File: src/rtl/mu_dma_queue_if.sv
// Command and DMA-engine bundle for the MU DMA queue.
// The CU drives it as master and the queue is the slave.
interface mu_dma_queue_if #(
  parameter int CH_NUM = 2,
  parameter int AW     = 32
);
  localparam int CH_W = (CH_NUM > 1) ? $clog2(CH_NUM) : 1;

  logic                 cmd_vld;
  logic                 cmd_rdy;
  logic [CH_W-1:0]      cmd_ch;
  logic [AW-1:0]        cmd_addr;
  logic [AW-1:0]        cmd_len;
  logic [AW-1:0]        cmd_num;
  logic [AW-1:0]        cmd_inc;
  logic [AW-1:0]        cmd_resp_addr;

  logic [CH_NUM-1:0]    dma_req;
  logic [CH_NUM*AW-1:0] dma_addr;
  logic [CH_NUM*AW-1:0] dma_len;
  logic [CH_NUM*AW-1:0] dma_num;
  logic [CH_NUM*AW-1:0] dma_inc;
  logic [CH_NUM*AW-1:0] dma_resp_addr;
  logic [CH_NUM-1:0]    dma_idle;

  modport master (
    output cmd_vld, cmd_ch, cmd_addr, cmd_len, cmd_num, cmd_inc, cmd_resp_addr, dma_idle,
    input  cmd_rdy, dma_req, dma_addr, dma_len, dma_num, dma_inc, dma_resp_addr
  );

  modport slave (
    input  cmd_vld, cmd_ch, cmd_addr, cmd_len, cmd_num, cmd_inc, cmd_resp_addr, dma_idle,
    output cmd_rdy, dma_req, dma_addr, dma_len, dma_num, dma_inc, dma_resp_addr
  );
endinterface

File: src/rtl/mu_dma_queue.sv
// Multi-channel DMA command queue: per-channel FIFO feeding a
// request/ack/run handshake FSM with done and ack-timeout interrupts.
module mu_dma_queue #(
  parameter int  CH_NUM = 2,
  parameter int  DEPTH  = 4,
  parameter int  AW     = 32,
  parameter int  ACK_TO = 64,
  localparam int CH_W   = (CH_NUM > 1) ? $clog2(CH_NUM) : 1,
  localparam int CNT_W  = $clog2(DEPTH) + 1
) (
  input  logic                    clk,
  input  logic                    rst_n,
  input  logic                    flush,
  mu_dma_queue_if.slave           bus,
  input  logic [CH_NUM-1:0]       irq_en,
  input  logic [CH_NUM-1:0]       irq_clr,
  output logic [CH_NUM-1:0]       irq_pend,
  output logic [CH_NUM-1:0]       err_pend,
  output logic                    interrupt,
  output logic [CH_NUM*CNT_W-1:0] q_cnt,
  output logic                    busy
);
  localparam int PW   = $clog2(DEPTH);
  localparam int TO_W = (ACK_TO > 1) ? $clog2(ACK_TO) : 1;
  localparam int EW   = 5 * AW;

  typedef enum logic [1:0] {IDLE, REQ, ACK, RUN} state_t;

  logic [CH_NUM-1:0] full;
  logic [CH_NUM-1:0] push;
  logic [CH_NUM-1:0] pop;
  logic [CH_NUM-1:0] active;
  logic              ch_bad;
  logic              drop;

  // Commands to a non-existent channel are swallowed and flagged on channel 0.
  assign ch_bad      = (32'(bus.cmd_ch) >= CH_NUM);
  assign bus.cmd_rdy = !flush && (ch_bad || !full[bus.cmd_ch]);
  assign drop        = bus.cmd_vld && bus.cmd_rdy && ch_bad;
  assign busy        = |active;

  for (genvar i = 0; i < CH_NUM; i++) begin : g_ch
    logic [EW-1:0]    mem [DEPTH];
    logic [EW-1:0]    head;
    logic [EW-1:0]    data_r;
    logic [PW-1:0]    wr_ptr;
    logic [PW-1:0]    rd_ptr;
    logic [CNT_W-1:0] cnt;
    logic [TO_W-1:0]  to_cnt;
    logic             req_r;
    logic             irq_r;
    logic             err_r;
    logic             timeout;
    logic             done;
    logic             err_set;
    state_t           state;

    assign head     = mem[rd_ptr];
    assign full[i]  = (cnt == CNT_W'(DEPTH));
    assign push[i]  = bus.cmd_vld && bus.cmd_rdy && !ch_bad && (bus.cmd_ch == CH_W'(i));
    assign timeout  = (state == ACK) && bus.dma_idle[i] && (to_cnt == TO_W'(ACK_TO - 1));
    assign done     = (state == RUN) && bus.dma_idle[i];
    assign pop[i]   = timeout || done;
    assign err_set  = timeout || ((i == 0) && drop);
    assign active[i] = (state != IDLE) || (cnt != '0);

    assign q_cnt[i*CNT_W +: CNT_W]   = cnt;
    assign bus.dma_req[i]            = req_r;
    assign bus.dma_addr[i*AW +: AW]      = data_r[0*AW +: AW];
    assign bus.dma_len[i*AW +: AW]       = data_r[1*AW +: AW];
    assign bus.dma_num[i*AW +: AW]       = data_r[2*AW +: AW];
    assign bus.dma_inc[i*AW +: AW]       = data_r[3*AW +: AW];
    assign bus.dma_resp_addr[i*AW +: AW] = data_r[4*AW +: AW];
    assign irq_pend[i] = irq_r;
    assign err_pend[i] = err_r;

    always_ff @(posedge clk) begin
      if (push[i])
        mem[wr_ptr] <= {bus.cmd_resp_addr, bus.cmd_inc, bus.cmd_num, bus.cmd_len, bus.cmd_addr};
    end

    // The entry stays counted in the FIFO until its engine op completes or times out.
    always_ff @(posedge clk or negedge rst_n) begin
      if (!rst_n) begin
        state  <= IDLE;
        wr_ptr <= '0;
        rd_ptr <= '0;
        cnt    <= '0;
        to_cnt <= '0;
        req_r  <= 1'b0;
        irq_r  <= 1'b0;
        err_r  <= 1'b0;
        data_r <= '0;
      end else if (flush) begin
        state  <= IDLE;
        wr_ptr <= '0;
        rd_ptr <= '0;
        cnt    <= '0;
        to_cnt <= '0;
        req_r  <= 1'b0;
        irq_r  <= 1'b0;
        err_r  <= 1'b0;
      end else begin
        req_r <= 1'b0;
        if (push[i])
          wr_ptr <= wr_ptr + 1'b1;
        if (pop[i])
          rd_ptr <= rd_ptr + 1'b1;
        cnt   <= cnt + CNT_W'(push[i]) - CNT_W'(pop[i]);
        irq_r <= done || (irq_r && !irq_clr[i]);
        err_r <= err_set || (err_r && !irq_clr[i]);
        case (state)
          IDLE: begin
            if ((cnt != '0) && bus.dma_idle[i]) begin
              data_r <= head;
              req_r  <= 1'b1;
              state  <= REQ;
            end
          end
          REQ: begin
            to_cnt <= '0;
            state  <= ACK;
          end
          ACK: begin
            if (!bus.dma_idle[i])
              state <= RUN;
            else if (timeout)
              state <= IDLE;
            else
              to_cnt <= to_cnt + 1'b1;
          end
          RUN: begin
            if (bus.dma_idle[i])
              state <= IDLE;
          end
          default: state <= IDLE;
        endcase
      end
    end
  end

  always_ff @(posedge clk or negedge rst_n) begin
    if (!rst_n)
      interrupt <= 1'b0;
    else if (flush)
      interrupt <= 1'b0;
    else
      interrupt <= (|(irq_pend & irq_en)) || (|err_pend);
  end
endmodule

File: src/flat_wrapper.sv
// flat-port wrapper written by rule: the top's interface ports become plain ports
module mu_dma_queue_flat 
#(
  parameter int  CH_NUM = 2,
  parameter int  DEPTH  = 4,
  parameter int  AW     = 32,
  parameter int  ACK_TO = 64,
  localparam int CH_W   = (CH_NUM > 1) ? $clog2(CH_NUM) : 1,
  localparam int CNT_W  = $clog2(DEPTH) + 1
)
  (clk, rst_n, flush, irq_en, irq_clr, irq_pend, err_pend, interrupt, q_cnt, busy, bus_cmd_vld, bus_cmd_ch, bus_cmd_addr, bus_cmd_len, bus_cmd_num, bus_cmd_inc, bus_cmd_resp_addr, bus_dma_idle, bus_cmd_rdy, bus_dma_req, bus_dma_addr, bus_dma_len, bus_dma_num, bus_dma_inc, bus_dma_resp_addr);
  mu_dma_queue_if #(.CH_NUM(CH_NUM), .AW(AW)) bus_i ();
  input  logic clk;
  input  logic rst_n;
  input  logic flush;
  input  logic [CH_NUM-1:0] irq_en;
  input  logic [CH_NUM-1:0] irq_clr;
  output logic [CH_NUM-1:0] irq_pend;
  output logic [CH_NUM-1:0] err_pend;
  output logic interrupt;
  output logic [CH_NUM*CNT_W-1:0] q_cnt;
  output logic busy;
  input wire logic [$bits(bus_i.cmd_vld)-1:0] bus_cmd_vld;
  input wire logic [$bits(bus_i.cmd_ch)-1:0] bus_cmd_ch;
  input wire logic [$bits(bus_i.cmd_addr)-1:0] bus_cmd_addr;
  input wire logic [$bits(bus_i.cmd_len)-1:0] bus_cmd_len;
  input wire logic [$bits(bus_i.cmd_num)-1:0] bus_cmd_num;
  input wire logic [$bits(bus_i.cmd_inc)-1:0] bus_cmd_inc;
  input wire logic [$bits(bus_i.cmd_resp_addr)-1:0] bus_cmd_resp_addr;
  input wire logic [$bits(bus_i.dma_idle)-1:0] bus_dma_idle;
  output wire logic [$bits(bus_i.cmd_rdy)-1:0] bus_cmd_rdy;
  output wire logic [$bits(bus_i.dma_req)-1:0] bus_dma_req;
  output wire logic [$bits(bus_i.dma_addr)-1:0] bus_dma_addr;
  output wire logic [$bits(bus_i.dma_len)-1:0] bus_dma_len;
  output wire logic [$bits(bus_i.dma_num)-1:0] bus_dma_num;
  output wire logic [$bits(bus_i.dma_inc)-1:0] bus_dma_inc;
  output wire logic [$bits(bus_i.dma_resp_addr)-1:0] bus_dma_resp_addr;
  assign bus_i.cmd_vld = bus_cmd_vld;
  assign bus_i.cmd_ch = bus_cmd_ch;
  assign bus_i.cmd_addr = bus_cmd_addr;
  assign bus_i.cmd_len = bus_cmd_len;
  assign bus_i.cmd_num = bus_cmd_num;
  assign bus_i.cmd_inc = bus_cmd_inc;
  assign bus_i.cmd_resp_addr = bus_cmd_resp_addr;
  assign bus_i.dma_idle = bus_dma_idle;
  assign bus_cmd_rdy = bus_i.cmd_rdy;
  assign bus_dma_req = bus_i.dma_req;
  assign bus_dma_addr = bus_i.dma_addr;
  assign bus_dma_len = bus_i.dma_len;
  assign bus_dma_num = bus_i.dma_num;
  assign bus_dma_inc = bus_i.dma_inc;
  assign bus_dma_resp_addr = bus_i.dma_resp_addr;
  mu_dma_queue #(.CH_NUM(CH_NUM), .DEPTH(DEPTH), .AW(AW), .ACK_TO(ACK_TO)) u_core (.clk(clk), .rst_n(rst_n), .flush(flush), .bus(bus_i), .irq_en(irq_en), .irq_clr(irq_clr), .irq_pend(irq_pend), .err_pend(err_pend), .interrupt(interrupt), .q_cnt(q_cnt), .busy(busy));
endmodule
File: config.mk
export PLATFORM = sky130hd
export DESIGN_NAME = mu_dma_queue_flat
export DESIGN_NICKNAME = d
export VERILOG_FILES = /design/src/rtl/mu_dma_queue_if.sv /design/src/rtl/mu_dma_queue.sv /design/src/flat_wrapper.sv
export SDC_FILE = /design/constraint.sdc
export NUM_CORES = 1
export LEC_CHECK = 0
export CAP_MARGIN = 20
export CORE_MARGIN = 8
export CORE_UTILIZATION = 52
export DETAILED_ROUTE_END_ITERATION = 12
export GPL_TIMING_DRIVEN = 0
export PLACE_DENSITY_LB_ADDON = 0.05
export RECOVER_POWER = 100
export SLEW_MARGIN = 30
export SYNTH_ARGS = -nofsm -noshare
export SYNTH_HDL_FRONTEND = slang
export SYNTH_SLANG_ARGS = --single-unit
File: constraint.sdc
create_clock -name clk -period 5.4 [get_ports clk]
set_input_delay 0.54 -clock clk [delete_from_list [all_inputs] [get_ports clk]]
set_output_delay 0.54 -clock clk [all_outputs]
set_load 0.05 [all_outputs]
# After elaboration in Yosys (flattened, before gate mapping)
# Memories as Yosys holds them, arrays and structs flattened. A register that Yosys moved wholly into a read port is not among the register bits.
# Index checks and enable logic that the tools add are counted.
# W data, S select, Z words.
# totals
n_memories	2
input_bits	171
wordCells	152
ff_bits	37
output_inout_bits	335
ram_bits	1280
# mem_list
memory	depth	word_bits	rd	rd_clocked_by_memory_dff	write_ports	line_no	source
u_core.g_ch[0].mem	4	160	1	1	1	mu_dma_queue.sv:43	logic [EW-1:0] mem [DEPTH];
u_core.g_ch[1].mem	4	160	1	1	1	mu_dma_queue.sv:43	
# op_classes
n_bitwise	3
n_mux	47
eq_ne	20
order_cmp	1
n_addsub	10
n_reduce_logical	52
# op_table
cell	count
$mux W2	18
$mux W6	6
$pmux W6 S2	2
$ne A3 B3 Y1 const B	6
$reduce_and A3 Y1	6
$mux W1	17
$logic_and A1 B1 Y1	16
$pmux W2 S4	2
$add A6 B1 Y6 const B	2
$eq A6 B6 Y1 const B	2
$reduce_bool A2 Y1	6
$reduce_bool A3 Y1	4
$logic_or A1 B1 Y1	9
$add A2 B1 Y2 const B	4
$eq A2 B2 Y1 const B	4
$ne A4 B3 Y1 const B	2
$add A3 B1 Y3	2
$eq A3 B3 Y1 const B	2
$logic_not A1 Y1	6
$mux W3	2
$ne A3 B2 Y1 const B	2
$reduce_or A2 Y1	3
$sub A3 B1 Y3	2
$eq A2 B1 Y1 const B	2
other kinds (4)	6

# Logic depth before layout (Yosys ltp)
# logic_depth
depth_word	10
ltp_mapped	11
depth_no_buf	11

# Worst setup path before layout
# No wires, ideal clock.
# synth_timing
path_type	flip-flop to flip-flop
from	reg u_core.g_ch[1].cnt[1]
to	mem u_core.g_ch[1].mem[1][0] (netlist bit), enable pin
slack_ns	-0.137
synth_period_minus_slack_ns	5.537
t_required_ns	4.861
path_buffers	1
t_arrival_ns	4.998
stages_incl_launch_ff	5
setup_time_ns	0.539
path_cell_list	dfrtp_1 or3b_1 and4b_1 clkbuf_1 and2_1
# synth_between
elab_chain_len	9
# synth_rtl
item	line_no	source
from (decl)	mu_dma_queue.sv:48	logic [CNT_W-1:0] cnt;
from (signal assigned)	mu_dma_queue.sv:109	cnt <= cnt + CNT_W'(push[i]) - CNT_W'(pop[i]);
$eq A3 B3 Y1	mu_dma_queue.sv:59	assign full[i] = (cnt == CNT_W'(DEPTH));
$mux W1 (not written as such) (2 in a row)	mu_dma_queue.sv:38	assign bus.cmd_rdy = !flush && (ch_bad || !full[bus.cmd_ch]);
$logic_not A1 Y1	mu_dma_queue.sv:38	
$logic_and A1 B1 Y1	mu_dma_queue.sv:38	
$logic_and A1 B1 Y1	--	
$logic_and A1 B1 Y1	mu_dma_queue.sv:60	assign push[i] = bus.cmd_vld && bus.cmd_rdy && !ch_bad && (bus.cmd_ch == CH_W'(i));
$mux W1	mu_dma_queue.sv:78	if (push[i])
$mux W1 (not written as such)	mu_dma_queue.sv:79	mem[wr_ptr] <= {bus.cmd_resp_addr, bus.cmd_inc, bus.cmd_num, bus.cmd_len, bus.cmd_addr};
to (decl)	mu_dma_queue.sv:43	
# No other way between the ends. The select of a mux whose other input is x is not followed.

# Worst setup path after layout
# layout_timing
from	in flush
to	mem u_core.g_ch[1].mem[0][10] (netlist bit), enable pin
# layout_between
elab_chain_len	6
# layout_rtl
item	line_no	source
from (decl)	flat_wrapper.sv:15	input logic flush;
$logic_not A1 Y1	mu_dma_queue.sv:38	
$logic_and A1 B1 Y1	mu_dma_queue.sv:38	
$logic_and A1 B1 Y1	--	
$logic_and A1 B1 Y1	mu_dma_queue.sv:60	
$mux W1	mu_dma_queue.sv:78	
$mux W1 (not written as such)	mu_dma_queue.sv:79	
# No other way between the ends.

==> impl_metrics.ini <==
[outcome]
status = finished, violations left
violations = max-capacitance violations, max-slew violations

[die]
design.core.area_mm2 = 0.1157
die_h_um = 356.9
die_x_um = 356.9
num_io_pins = 506
start_util_pct = 52.20
num_rows = 125
die-area_mm2 = 0.1273

[placed_design]
place_ws_ns = 1.628
place.gp.congestion = 0.7504
dp.cells = 4645
post-dp-hpwl_um = 92940
portBuffers = 505

[routing]
drc_errors = 0
avgRoutedWirePerCell_um = 28.75
ant_nets = 0
drt_wl_total_um = 142800
drt_first_iter_violations = 2014
vias = 28240
drt_first_pass_iters = 5
via_per_inst = 5.684

[worst_setup_path]
crit_chain = dlygate4sd3_1 -> clkbuf_1 -> and4b_1 -> clkbuf_1 -> and2_0 -> buf_12 -> clkbuf_2
crit_arrival_ns = 4.68
cp.required_ns = 5.74
critPathBufInv = 5
cpLargestDelayFamily = buffers and inverters
crit_path_frequent_cell = clkbuf_1
cp_slowest_cell = and2_0
endpoint_kind = flop
rr_worst_depth = 7
start_kind = input port
crit_fanout = 26
critPathMaxStageDelay_ns = 1.49
critPathKind = input port to flop
worst-path-stages = 7

[finish]
area_growth_pct = 21.49
final_cells = 4968
layout.nets = 3475
final_layout_size_suffix_gt1_share_pct = 26.45
nFillCells = 7863

[cts]
holdBufCountCts = 1
path_clk_slew_ns = 0.06
cts_made_buffers = 164
htree_levels = 4
root_buffer = clkbuf_16
cts_resized = 0
post_cts_buffers = 0
clock_sinks = 1637
cts_buffer_depth = 3
cts_tree = yes
insertion_delay_ns = 0.75

[min_path]
min_path_type = input port to flop
worstHoldPathCells = 3

[sta]
tightest_slew_ns = 3.505
rsz0062_at_grt = false
max_freq_mhz = 230.5
period_minus_slack_ns = 4.338
maxSlewViolCount = 144
period_share_pct = 80.34
fin_skew_ns = 0.03490
max_slew_margin_pct = -133.7
layout_setup_ws_ns = 1.062
setup_violations = 0
final-hold-violation-count = 0

[yosys]
yosysWarnings = 0
synth_ff_type = edfxtp_1
synth_top_cell_area_share_pct = 63.62
synth_area_leader_cell = edfxtp_1
syn_area_per_cell_um2 = 23.54
syn_nets = 2754
synth_seq_area_share_pct = 78.41
synth_edf_count = 1280
yosysUniqueCellTypes = 61
synth_area_leaders = edfxtp_1 64%, dfrtp_1 15%, mux4_2 12%
synth_area_mm2 = 0.06042
ys_async_sr_fraction_pct = 21.81
ys_ff_latch = 1637
netlist_instances = 2567

[grt]
antenna_found_initial = 60
overflow = 0
grt_pass1_vias = 30420
grt_max_degree = 71
grtUsageTotal_pct = 22.51
grt_pass1_wl_um = 208600

[pwr]
pwr_density_cell_mw_per_mm2 = 470.8
power_mw = 34.56
ir_worst_vdd_uv = 320.5
p_leak_nw = 25.19

[run]
cap_viol_max_count = 7
-- worst min-delay path: stages --
cell	delay (ns)
clkdlybuf4s50_1	0.40
nand2_1	0.06
a21oi_1	0.05
-- final timing paths --
kind	start	endpoint	slack, ns
setup / recovery	flush	u_core.g_ch[1].mem[0][10]	1.06
hold / removal	irq_en[1]	u_core.interrupt	0.35
setup reg to reg	u_core.g_ch[1].state[0]	u_core.g_ch[1].data_r[134]	1.16
hold reg to reg	u_core.g_ch[0].data_r[141]	u_core.g_ch[0].data_r[141]	0.48
max in group asynchronous	rst_n	u_core.g_ch[1].data_r[133]	1.85
min in group asynchronous	rst_n	u_core.g_ch[1].data_r[108]	1.53
-- state kept, by name, summed over array words and instances, names as in the netlist --
| name | count |
|---|---|
| u_core.interrupt | 1 |
| u_core.g_ch.irq_r | 2 |
| u_core.g_ch.mem | 1280 |
| u_core.g_ch.rd_ptr | 4 |
| u_core.g_ch.req_r | 2 |
| u_core.g_ch.wr_ptr | 4 |
| u_core.g_ch.to_cnt | 12 |
| u_core.g_ch.data_r | 320 |
| u_core.g_ch.state | 4 |
| u_core.g_ch.err_r | 2 |
| u_core.g_ch.cnt | 6 |
-- Yosys cell counts (2+ instances only) --
cell type     n
nor2b_1       7
and2_1       10
a21oi_1       7
mux4_2      320
nand3_1       6
mux2_1       32
o21ai_0       4
and3_1        2
nor3b_1       3
buf_6        38
edfxtp_1   1280
nand2_1      10
buf_4         8
buf_2        37
clkbuf_1     35
inv_1        15
mux2_2      233
xor2_1        2
nand2b_1      4
xnor2_1       4
mux2i_1       4
ha_1         14
dfrtp_1     357
o31ai_1       3
nor2_1       22
a22oi_1       2
nand4_1       2
nand3b_1      4
mux2_4       60
nor3_1        7
o2bb2ai_1     2
nor2_4        2
fa_1          2
or2_2         2
-- stage by stage --
step,hold slack (ns),utilization (%),setup TNS [ns],instance area (um^2)
after floorplan,0.2444,-,0,60430
after global placement,0.4698,58.23,-6958.21,67390
after detailed placement,0.4784,59.22,0,68540
after CTS,0.2707,63.84,0,73890
after global routing,0.3059,63.40,0,73370
final,0.3456,63.42,0,73400
-- cell families (layout without fill, tap and decap cells) --
logic type	count (synthesis)	count (layout)	share of synthesized area (%)
AO/OA/AOI/OAI	32	32	0.3935
XOR/XNOR	6	6	0.08698
adder cells (fa/ha/maj)	16	16	0.3562
buffers and inverters	134	992	1.431
flip-flops	1637	1637	78.41
multiplexers	649	649	18.43
other	0	19	0
AND/OR/NAND/NOR	93	93	0.9009
-- where the power goes --
group          leakage (nW)  internal, mW  total, mW  switching (mW)
logic                  6.57          2.35       7.84            5.49
clock network          2.62          6.56       11.1            4.56
registers              16.0          14.8       15.6           0.761
-- layer usage --
metal,routed length [um],GRT usage (%),part of all wire [%],vias to the layer above
met4,3657,6.611,2.6,28
met1,57060,29.06,40,15100
li1,-,-,-,12010
met5,181,0,0.13,-
met3,10390,6.630,7.3,254
met2,71560,37.35,50,852
-- area by class of cell --
cell class / instances / area (um^2) / share of cell area (%)
clock buffers: 239 / 4783 / 6.517
well taps: 1524 / 1907 / 2.598
plain buffers: 119 / 679.4 / 0.9256
diodes: 19 / 47.55 / 0.06477
clock inverters: 64 / 553.0 / 0.7534
repair buffers: 555 / 6061 / 8.257
inverters: 15 / 56.30 / 0.07671
flip-flops and latches: 1637 / 47370 / 64.54
multi-input cells: 796 / 11940 / 16.27
-- cells in the final DEF (no fill, tap or decap), types with 8 or more instances in the layout --
| master | instances |
|---|---|
| buf_12 | 22 |
| buf_16 | 19 |
| buf_2 | 18 |
| buf_4 | 8 |
| buf_6 | 24 |
| bufinv_16 | 9 |
| clkbuf_1 | 113 |
| clkbuf_16 | 170 |
| clkbuf_8 | 27 |
| clkdlybuf4s50_1 | 8 |
| clkinv_1 | 19 |
| clkinv_2 | 28 |
| dfrtp_1 | 357 |
| diode_2 | 19 |
| dlygate4sd3_1 | 497 |
| edfxtp_1 | 1280 |
| ha_1 | 14 |
| inv_1 | 15 |
| mux2_1 | 86 |
| mux2_2 | 233 |
| mux4_2 | 320 |
| nand2_1 | 10 |
| nor2_1 | 25 |
No activity file was read; power rests on OpenSTA's default activity.
